--- src/rtl/switch_side_rr_pkg.sv ---
// Shared defaults and helpers for the switch side round-robin block.
// Latency: n/a (package only).
// Backpressure: n/a (package only).
package switch_pkg;

  localparam int N_PORT_DEF = 4;
  localparam int DW_DEF     = 8;
  localparam int DEPTH_DEF  = 4;

  // Ceiling log2; returns 0 for value <= 1.
  function automatic int clog2(input int value);
    int r;
    r = 0;
    for (int v = value - 1; v > 0; v = v >> 1) begin
      r++;
    end
    return r;
  endfunction

endpackage

--- src/rtl/switch_side_rr_if.sv ---
// Bus bundle between the input ports / far side and switch_side_rr.
// Latency: n/a (wiring only); in_last_i exists only with SWITCH_SIDE_LOCK_EN.
// Backpressure: in_ready_o per port, int_full_i per destination.
interface switch_side_rr_if
  import switch_pkg::*;
#(
  parameter int N_PORT = N_PORT_DEF,
  parameter int DW     = DW_DEF,
  parameter int AW     = clog2(N_PORT)
);
  logic [N_PORT-1:0]    in_valid_i;
  logic [N_PORT*DW-1:0] in_dat_i;
  logic [N_PORT*AW-1:0] in_adr_i;
  logic [N_PORT-1:0]    in_ready_o;
  logic [N_PORT-1:0]    int_full_i;
  logic [DW-1:0]        int_dat_o;
  logic [N_PORT-1:0]    int_wen_o;
  logic [N_PORT-1:0]    occ_o;
`ifdef SWITCH_SIDE_LOCK_EN
  logic [N_PORT-1:0]    in_last_i;

  modport master (output in_valid_i, in_dat_i, in_adr_i, in_last_i, int_full_i,
                  input  in_ready_o, int_dat_o, int_wen_o, occ_o);
  modport slave  (input  in_valid_i, in_dat_i, in_adr_i, in_last_i, int_full_i,
                  output in_ready_o, int_dat_o, int_wen_o, occ_o);
`else
  modport master (output in_valid_i, in_dat_i, in_adr_i, int_full_i,
                  input  in_ready_o, int_dat_o, int_wen_o, occ_o);
  modport slave  (input  in_valid_i, in_dat_i, in_adr_i, int_full_i,
                  output in_ready_o, int_dat_o, int_wen_o, occ_o);
`endif
endinterface

--- src/rtl/switch_side_rr_fifo.sv ---
// Per-port synchronous FIFO with registered full flag and count.
// Latency: a pushed word is visible at rdat the cycle after the push.
// Backpressure: full is registered from the next count, so a push is never offered when full.
module side_fifo
  import switch_pkg::*;
#(
  parameter int W     = 10,
  parameter int DEPTH = DEPTH_DEF
) (
  input  logic         clk_i,
  input  logic         rst_i,
  input  logic         push,
  input  logic         pop,
  input  logic [W-1:0] wdat,
  output logic [W-1:0] rdat,
  output logic         full,
  output logic         empty
);
  localparam int AW_F = clog2(DEPTH);

  logic [W-1:0]    mem [DEPTH];
  logic [AW_F-1:0] wr_ptr;
  logic [AW_F-1:0] rd_ptr;
  logic [AW_F:0]   count;
  logic [AW_F:0]   count_nxt;
  logic            full_q;

  // Occupancy after this cycle's push/pop; push+pop together leaves it unchanged.
  always_comb begin
    count_nxt = count;
    if (push && !pop) begin
      count_nxt = count + 1'b1;
    end else if (pop && !push) begin
      count_nxt = count - 1'b1;
    end
  end

  // Pointers, count and full flag; full reads as set during reset so ready stays low.
  always_ff @(posedge clk_i) begin
    if (!rst_i) begin
      wr_ptr <= '0;
      rd_ptr <= '0;
      count  <= '0;
      full_q <= 1'b1;
    end else begin
      if (push) wr_ptr <= wr_ptr + 1'b1;
      if (pop)  rd_ptr <= rd_ptr + 1'b1;
      count  <= count_nxt;
      full_q <= (count_nxt == (AW_F+1)'(DEPTH));
    end
  end

  // Storage array; contents need no reset since count gates visibility.
  always_ff @(posedge clk_i) begin
    if (push) mem[wr_ptr] <= wdat;
  end

  assign rdat  = mem[rd_ptr];
  assign empty = (count == '0);
  assign full  = full_q;

endmodule

--- src/rtl/switch_side_rr.sv ---
// N_PORT input FIFOs arbitrated round-robin onto a registered one-hot write bus; SWITCH_SIDE_LOCK_EN adds packet lock.
// Latency: 2 cycles from acceptance to int_wen_o when uncontended and destination not full.
// Backpressure: in_ready_o drops when a port FIFO fills; int_full_i blocks ports whose head targets that destination.
module switch_side_rr
  import switch_pkg::*;
#(
  parameter int N_PORT = N_PORT_DEF,
  parameter int DW     = DW_DEF,
  parameter int DEPTH  = DEPTH_DEF
) (
  input logic             clk_i,
  input logic             rst_i,
  switch_side_rr_if.slave bus
);
  localparam int AW = clog2(N_PORT);
`ifdef SWITCH_SIDE_LOCK_EN
  localparam int W = DW + AW + 1;
`else
  localparam int W = DW + AW;
`endif

  logic [N_PORT-1:0] push;
  logic [N_PORT-1:0] pop;
  logic [N_PORT-1:0] full;
  logic [N_PORT-1:0] empty;
  logic [N_PORT-1:0] elig;
  logic [W-1:0]      wdat     [N_PORT];
  logic [W-1:0]      head     [N_PORT];
  logic [AW-1:0]     head_adr [N_PORT];
  logic [DW-1:0]     head_dat [N_PORT];
  logic              gnt_vld;
  logic [AW-1:0]     gnt_idx;
  logic [AW-1:0]     srch_idx;
  logic [AW-1:0]     rr_ptr;
  logic [N_PORT-1:0] wen_q;
  logic [DW-1:0]     dat_q;
`ifdef SWITCH_SIDE_LOCK_EN
  logic              head_last [N_PORT];
  logic              lock_q;
  logic [AW-1:0]     lock_port;
`endif

  for (genvar p = 0; p < N_PORT; p++) begin : g_port
    assign push[p] = bus.in_valid_i[p] & ~full[p];
`ifdef SWITCH_SIDE_LOCK_EN
    assign wdat[p]      = {bus.in_last_i[p], bus.in_adr_i[p*AW +: AW], bus.in_dat_i[p*DW +: DW]};
    assign head_last[p] = head[p][W-1];
`else
    assign wdat[p]      = {bus.in_adr_i[p*AW +: AW], bus.in_dat_i[p*DW +: DW]};
`endif
    assign head_dat[p] = head[p][DW-1:0];
    assign head_adr[p] = head[p][DW +: AW];
    assign pop[p]      = gnt_vld && (gnt_idx == AW'(p));

    side_fifo #(.W(W), .DEPTH(DEPTH)) u_fifo (
      .clk_i (clk_i),
      .rst_i (rst_i),
      .push  (push[p]),
      .pop   (pop[p]),
      .wdat  (wdat[p]),
      .rdat  (head[p]),
      .full  (full[p]),
      .empty (empty[p])
    );
  end

  // A port competes when it holds a word whose destination can take it (and owns the lock, if any).
  always_comb begin
    elig = '0;
    for (int p = 0; p < N_PORT; p++) begin
      elig[p] = ~empty[p] & ~bus.int_full_i[head_adr[p]];
`ifdef SWITCH_SIDE_LOCK_EN
      if (lock_q && (lock_port != AW'(p))) elig[p] = 1'b0;
`endif
    end
  end

  // Round-robin search starting just after the last granted port.
  always_comb begin
    gnt_vld  = 1'b0;
    gnt_idx  = rr_ptr;
    srch_idx = rr_ptr;
    for (int i = 1; i <= N_PORT; i++) begin
      srch_idx = rr_ptr + AW'(i);
      if (!gnt_vld && elig[srch_idx]) begin
        gnt_vld = 1'b1;
        gnt_idx = srch_idx;
      end
    end
  end

  // Output register and round-robin pointer; data holds when there is no grant.
  always_ff @(posedge clk_i) begin
    if (!rst_i) begin
      wen_q  <= '0;
      dat_q  <= '0;
      rr_ptr <= AW'(N_PORT - 1);
    end else begin
      wen_q <= '0;
      if (gnt_vld) begin
        wen_q  <= N_PORT'(1) << head_adr[gnt_idx];
        dat_q  <= head_dat[gnt_idx];
        rr_ptr <= gnt_idx;
      end
    end
  end

`ifdef SWITCH_SIDE_LOCK_EN
  // Packet lock: a granted non-last word pins arbitration to its port until the last word goes.
  always_ff @(posedge clk_i) begin
    if (!rst_i) begin
      lock_q    <= 1'b0;
      lock_port <= '0;
    end else if (gnt_vld) begin
      lock_q    <= ~head_last[gnt_idx];
      lock_port <= gnt_idx;
    end
  end
`endif

  assign bus.in_ready_o = ~full;
  assign bus.occ_o      = ~empty;
  assign bus.int_wen_o  = wen_q;
  assign bus.int_dat_o  = dat_q;

endmodule

--- src/flat_wrapper.sv ---
// flat-port wrapper written by rule: the top's interface ports become plain ports
module switch_side_rr_flat import switch_pkg::*;
#(
  parameter int N_PORT = N_PORT_DEF,
  parameter int DW     = DW_DEF,
  parameter int DEPTH  = DEPTH_DEF
)
  (clk_i, rst_i, bus_in_valid_i, bus_in_dat_i, bus_in_adr_i, bus_int_full_i, bus_in_ready_o, bus_int_dat_o, bus_int_wen_o, bus_occ_o);
  switch_side_rr_if #(.N_PORT(N_PORT), .DW(DW), .AW(2)) bus_i ();
  input logic clk_i;
  input logic rst_i;
  input wire logic [$bits(bus_i.in_valid_i)-1:0] bus_in_valid_i;
  input wire logic [$bits(bus_i.in_dat_i)-1:0] bus_in_dat_i;
  input wire logic [$bits(bus_i.in_adr_i)-1:0] bus_in_adr_i;
  input wire logic [$bits(bus_i.int_full_i)-1:0] bus_int_full_i;
  output wire logic [$bits(bus_i.in_ready_o)-1:0] bus_in_ready_o;
  output wire logic [$bits(bus_i.int_dat_o)-1:0] bus_int_dat_o;
  output wire logic [$bits(bus_i.int_wen_o)-1:0] bus_int_wen_o;
  output wire logic [$bits(bus_i.occ_o)-1:0] bus_occ_o;
  assign bus_i.in_valid_i = bus_in_valid_i;
  assign bus_i.in_dat_i = bus_in_dat_i;
  assign bus_i.in_adr_i = bus_in_adr_i;
  assign bus_i.int_full_i = bus_int_full_i;
  assign bus_in_ready_o = bus_i.in_ready_o;
  assign bus_int_dat_o = bus_i.int_dat_o;
  assign bus_int_wen_o = bus_i.int_wen_o;
  assign bus_occ_o = bus_i.occ_o;
  switch_side_rr #(.N_PORT(N_PORT), .DW(DW), .DEPTH(DEPTH)) u_core (.clk_i(clk_i), .rst_i(rst_i), .bus(bus_i));
endmodule
--- config.mk ---
export PLATFORM = sky130hd
export DESIGN_NAME = switch_side_rr_flat
export DESIGN_NICKNAME = d
export VERILOG_FILES = /design/src/rtl/switch_side_rr_pkg.sv /design/src/rtl/switch_side_rr_if.sv /design/src/rtl/switch_side_rr_fifo.sv /design/src/rtl/switch_side_rr.sv /design/src/flat_wrapper.sv
export SDC_FILE = /design/constraint.sdc
export NUM_CORES = 1
export LEC_CHECK = 0
export CAP_MARGIN = 30
export CORE_UTILIZATION = 52
export CTS_CLUSTER_SIZE = 25
export DETAILED_ROUTE_END_ITERATION = 10
export PLACE_DENSITY_LB_ADDON = 0.1
export SKIP_CTS_REPAIR_TIMING = 1
export SYNTH_ARGS = -nofsm -noshare
export SYNTH_HDL_FRONTEND = slang
export SYNTH_SLANG_ARGS = --single-unit
--- constraint.sdc ---
create_clock -name clk_i -period 3.4 [get_ports clk_i]
set_input_delay 0.51 -clock clk_i [delete_from_list [all_inputs] [get_ports clk_i]]
set_output_delay 0.51 -clock clk_i [all_outputs]
set_load 0.01 [all_outputs]
==> impl_results.md <==
* Status: finished, final reports clean
* Critical path's largest stage delay at 0.58 ns
* PwrDens at 856 nW/um2
* Register area at 5890 um2
* Starting DRT DRC Count at 244
* Num rows at 47
* DR WL/cell at between 15 and 20 um
* Most used DFF post-synth: edfxtp_1
* Dominant cell type by area after synthesis: edfxtp_1
* WS Path Type: reg -> reg
* Fmax at 0.308 GHz
* Worst EP required at 3.77 ns
* TritonRoute pass-1 iters at 4
* Routability Congestion at 0.830
* Final HPWL DP at 12.2 mm
* IO Port Bufs at 69
* IO Pins at 70
* Final net count at 742
* Synth warn at 0
* Cell variety after synth at 56
* Total Wirelength at 17.4 mm
* DRC at 0
* CP Capture Type: flop
* Overall Global Routing Usage at 20.2%
* Max_cap viols at 0
* Multi-input gate area at between 2000 and 3000 um2
* Worst Hold Class: reg -> reg
* Vias/cell at 5.44
* Slew Limit Fails at 0
* Final period util at 95.5%
* Area growth syn-to-layout at 20.6%
* Cell repeated most along the worst path: mux2i_1
* Core box area at 16800 um2
* Setup-failing EPs final at 0
* Sequential fraction of the synthesis area at 65.1%
* Mapped Area at 9040 um2
* Layout cells sized above 1 at 17.3%
* R2R depth at 11
* #FFs+latches synth at 214
* Remaining antenna violation count at 0
* GR Overflow Total at 0
* Synth top area share at a little over half
* Root Buffer: clkbuf_16
* Final Hold Vio Count at 0
* Clock buffer depth at 3
* Post-synth EDFFs at 160
* Clock transition at path regs at 0.06 ns
* Diode count at 0
* CTS sink count at 214
* DIE WIDTH at 134 um
* Largest net degree at the start of global routing at 38
* Async S/R FF share, synth at 0%
* Synth top area cells: edfxtp_1 (53%), dfxtp_1 (12%), mux4_2 (10%)
* TritonCTS clock tree: done
* Max_slew headroom at 52.2%
* Vias in the first global route at 5113
* Minimum clock period at 3.25 ns
* Global-route wire length before repair at between 20 and 30 mm
* RSZ-0062 raised after global routing: no
* Starting Density at 53.9%
* Peak VDD IR at slightly below 0.5 mV
* CTS buffer count at 23
* Post-synthesis cell count at 572
* Setup TNS at 0 ns
* Hold wc startpoint: u_core.g_port[2].u_fifo.count[2]
* Hold path cells at 1
* Clock Skew at 0.00714 ns
* Mapped Avg Cell Area at 15.8 um2
* Die Area at 17900 um2
* Initial antenna violation count at 0
* CP Cell Sequence: mux4_2, mux2_4, a221oi_4, a21oi_2, o31ai_4, buf_12, buf_12, mux2i_1, mux2i_1, mux2i_1, nor2_1
* LEAKAGE at 3.84 nW
* Final-layout fill cell count at around 1200
* Die Y at 134 um
* Clk Latency, worst-skew pair at roughly 0.50 ns
* Vias at between 4000 and 5000
* Final core occ at 65.0%
* Worst-path cell with the longest stage delay: mux4_2
* Crit path max fanout at 11
* Worst-margin pin slew at 0.716 ns
* Startpoint Class: flop
* # H-tree levels at 1
* Synth Net Count at 650
* Arr. time, crit path at 3.61 ns
sequential cells by signal (all words and copies together) (netlist names), named ones only:
| name | count |
|---|---|
| u_core.rr_ptr | 2 |
| u_core.g_port.u_fifo.full | 4 |
| u_core.g_port.u_fifo.count | 12 |
| u_core.bus.int_dat_o | 8 |
| u_core.bus.int_wen_o | 4 |
| u_core.g_port.u_fifo.mem | 160 |
| u_core.g_port.u_fifo.wr_ptr | 8 |
| u_core.g_port.u_fifo.rd_ptr | 8 |
layout by cell type (no fill, tap or decap), types with 4 or more instances in the layout:
master / netlist / layout
nor3_1: 6 / 5
xnor2_1: 18 / 18
nor2_1: 48 / 48
a21oi_1: 10 / 10
clkbuf_1: 9 / 4
bufinv_16: 0 / 5
clkdlybuf4s50_1: 0 / 69
clkbuf_16: 0 / 23
mux2i_1: 46 / 46
edfxtp_1: 160 / 160
o21ai_0: 7 / 7
and2_1: 22 / 22
xor2_1: 4 / 4
nand2_1: 21 / 21
buf_4: 0 / 18
inv_1: 28 / 28
mux4_2: 40 / 40
nor2b_1: 8 / 8
or2_2: 4 / 4
ha_1: 28 / 28
dfxtp_1: 54 / 54
layout make-up:
cell class	count	area share (%)
flip-flops and latches	214	54.0
well taps	220	2.52
clock inverters	14	1.89
repair buffers	89	7.94
inverters	29	0.999
clock buffers	28	5.54
multi-input cells	307	27.1
where the power goes:
group / internal, mW / switching, mW / leakage [nW]
Sequential: 3.18 / 0.178 / 1.90
Combinational: 1.59 / 1.74 / 1.55
Clock: 1.65 / 0.991 / 0.394
Total: 6.42 / 2.90 / 3.84
per-stage QoR:
step	setup WS, ns	instances	instance area (um2)	hold slack (ns)	total power [mW]
5_1_grt	0.00599	901	10900	0.501	9.78
6_report	0.154	901	10900	0.485	9.33
3_5_place_dp	0.107	858	10100	0.480	6.71
4_1_cts	0.133	900	10900	0.486	9.38
2_1_floorplan	0.253	572	9040	0.445	5.67
3_3_place_gp	0.268	858	10100	0.483	6.59
Yosys cell counts, types with 2 or more instances:
| cell | instances |
|---|---|
| a221oi_2 | 3 |
| mux4_2 | 40 |
| ha_1 | 28 |
| and2_1 | 22 |
| buf_1 | 6 |
| or2_2 | 4 |
| buf_6 | 2 |
| o211ai_1 | 2 |
| a21oi_1 | 10 |
| mux2i_1 | 46 |
| clkbuf_1 | 9 |
| nor2b_1 | 8 |
| nand2_1 | 21 |
| a311oi_1 | 2 |
| buf_2 | 4 |
| xor2_1 | 4 |
| nand4_1 | 2 |
| edfxtp_1 | 160 |
| or3_1 | 2 |
| a211oi_1 | 3 |
| mux2_2 | 2 |
| nor2_1 | 48 |
| inv_1 | 28 |
| o21ai_0 | 7 |
| xnor2_1 | 18 |
| nor3_1 | 6 |
| nand3_1 | 3 |
| dfxtp_1 | 54 |
worst max-delay path, delay by kind of cell (launching register included):
kind	cells	cell delay, ns
mux	5	1.53
flops	1	0.36
simple gates	1	0.05
buf+inv	2	0.32
compound gates	3	0.84
path summary, 6_finish.rpt:
path | slack, ns | endpoint
setup reg to reg | 0.15 | u_core.bus.int_dat_o[5]
setup / recovery | 0.15 | u_core.bus.int_dat_o[5]
hold reg to reg | 0.48 | u_core.g_port[2].u_fifo.full
hold / removal | 0.48 | u_core.g_port[2].u_fifo.full
routing by layer:
metal  vias to the layer above  global-route usage [%]  part of all wire, %
met4                         0                    4.73                  2.1
met5                         -                       0                    0
met1                      2466                    27.7                   44
met2                       100                    34.1                   50
li1                       2317                       -                    -
met3                        22                    3.21                  4.0
cells by family (layout without fill, tap and decap cells):
group                      count (synthesis)  after routing  synth area share, %
and+or+nand+nor                          123            123                 6.70
muxes                                     90             90                 15.6
DFF                                      214            214                 65.1
adders and majority gates                 30             30                 4.11
AOI/OAI and AO/OA                         42             42                 3.90
xor gates and xnor gates                  22             22                 2.13
buffers and inverters                     51            160                 2.46
No activity file was read; power rests on OpenSTA's default activity.
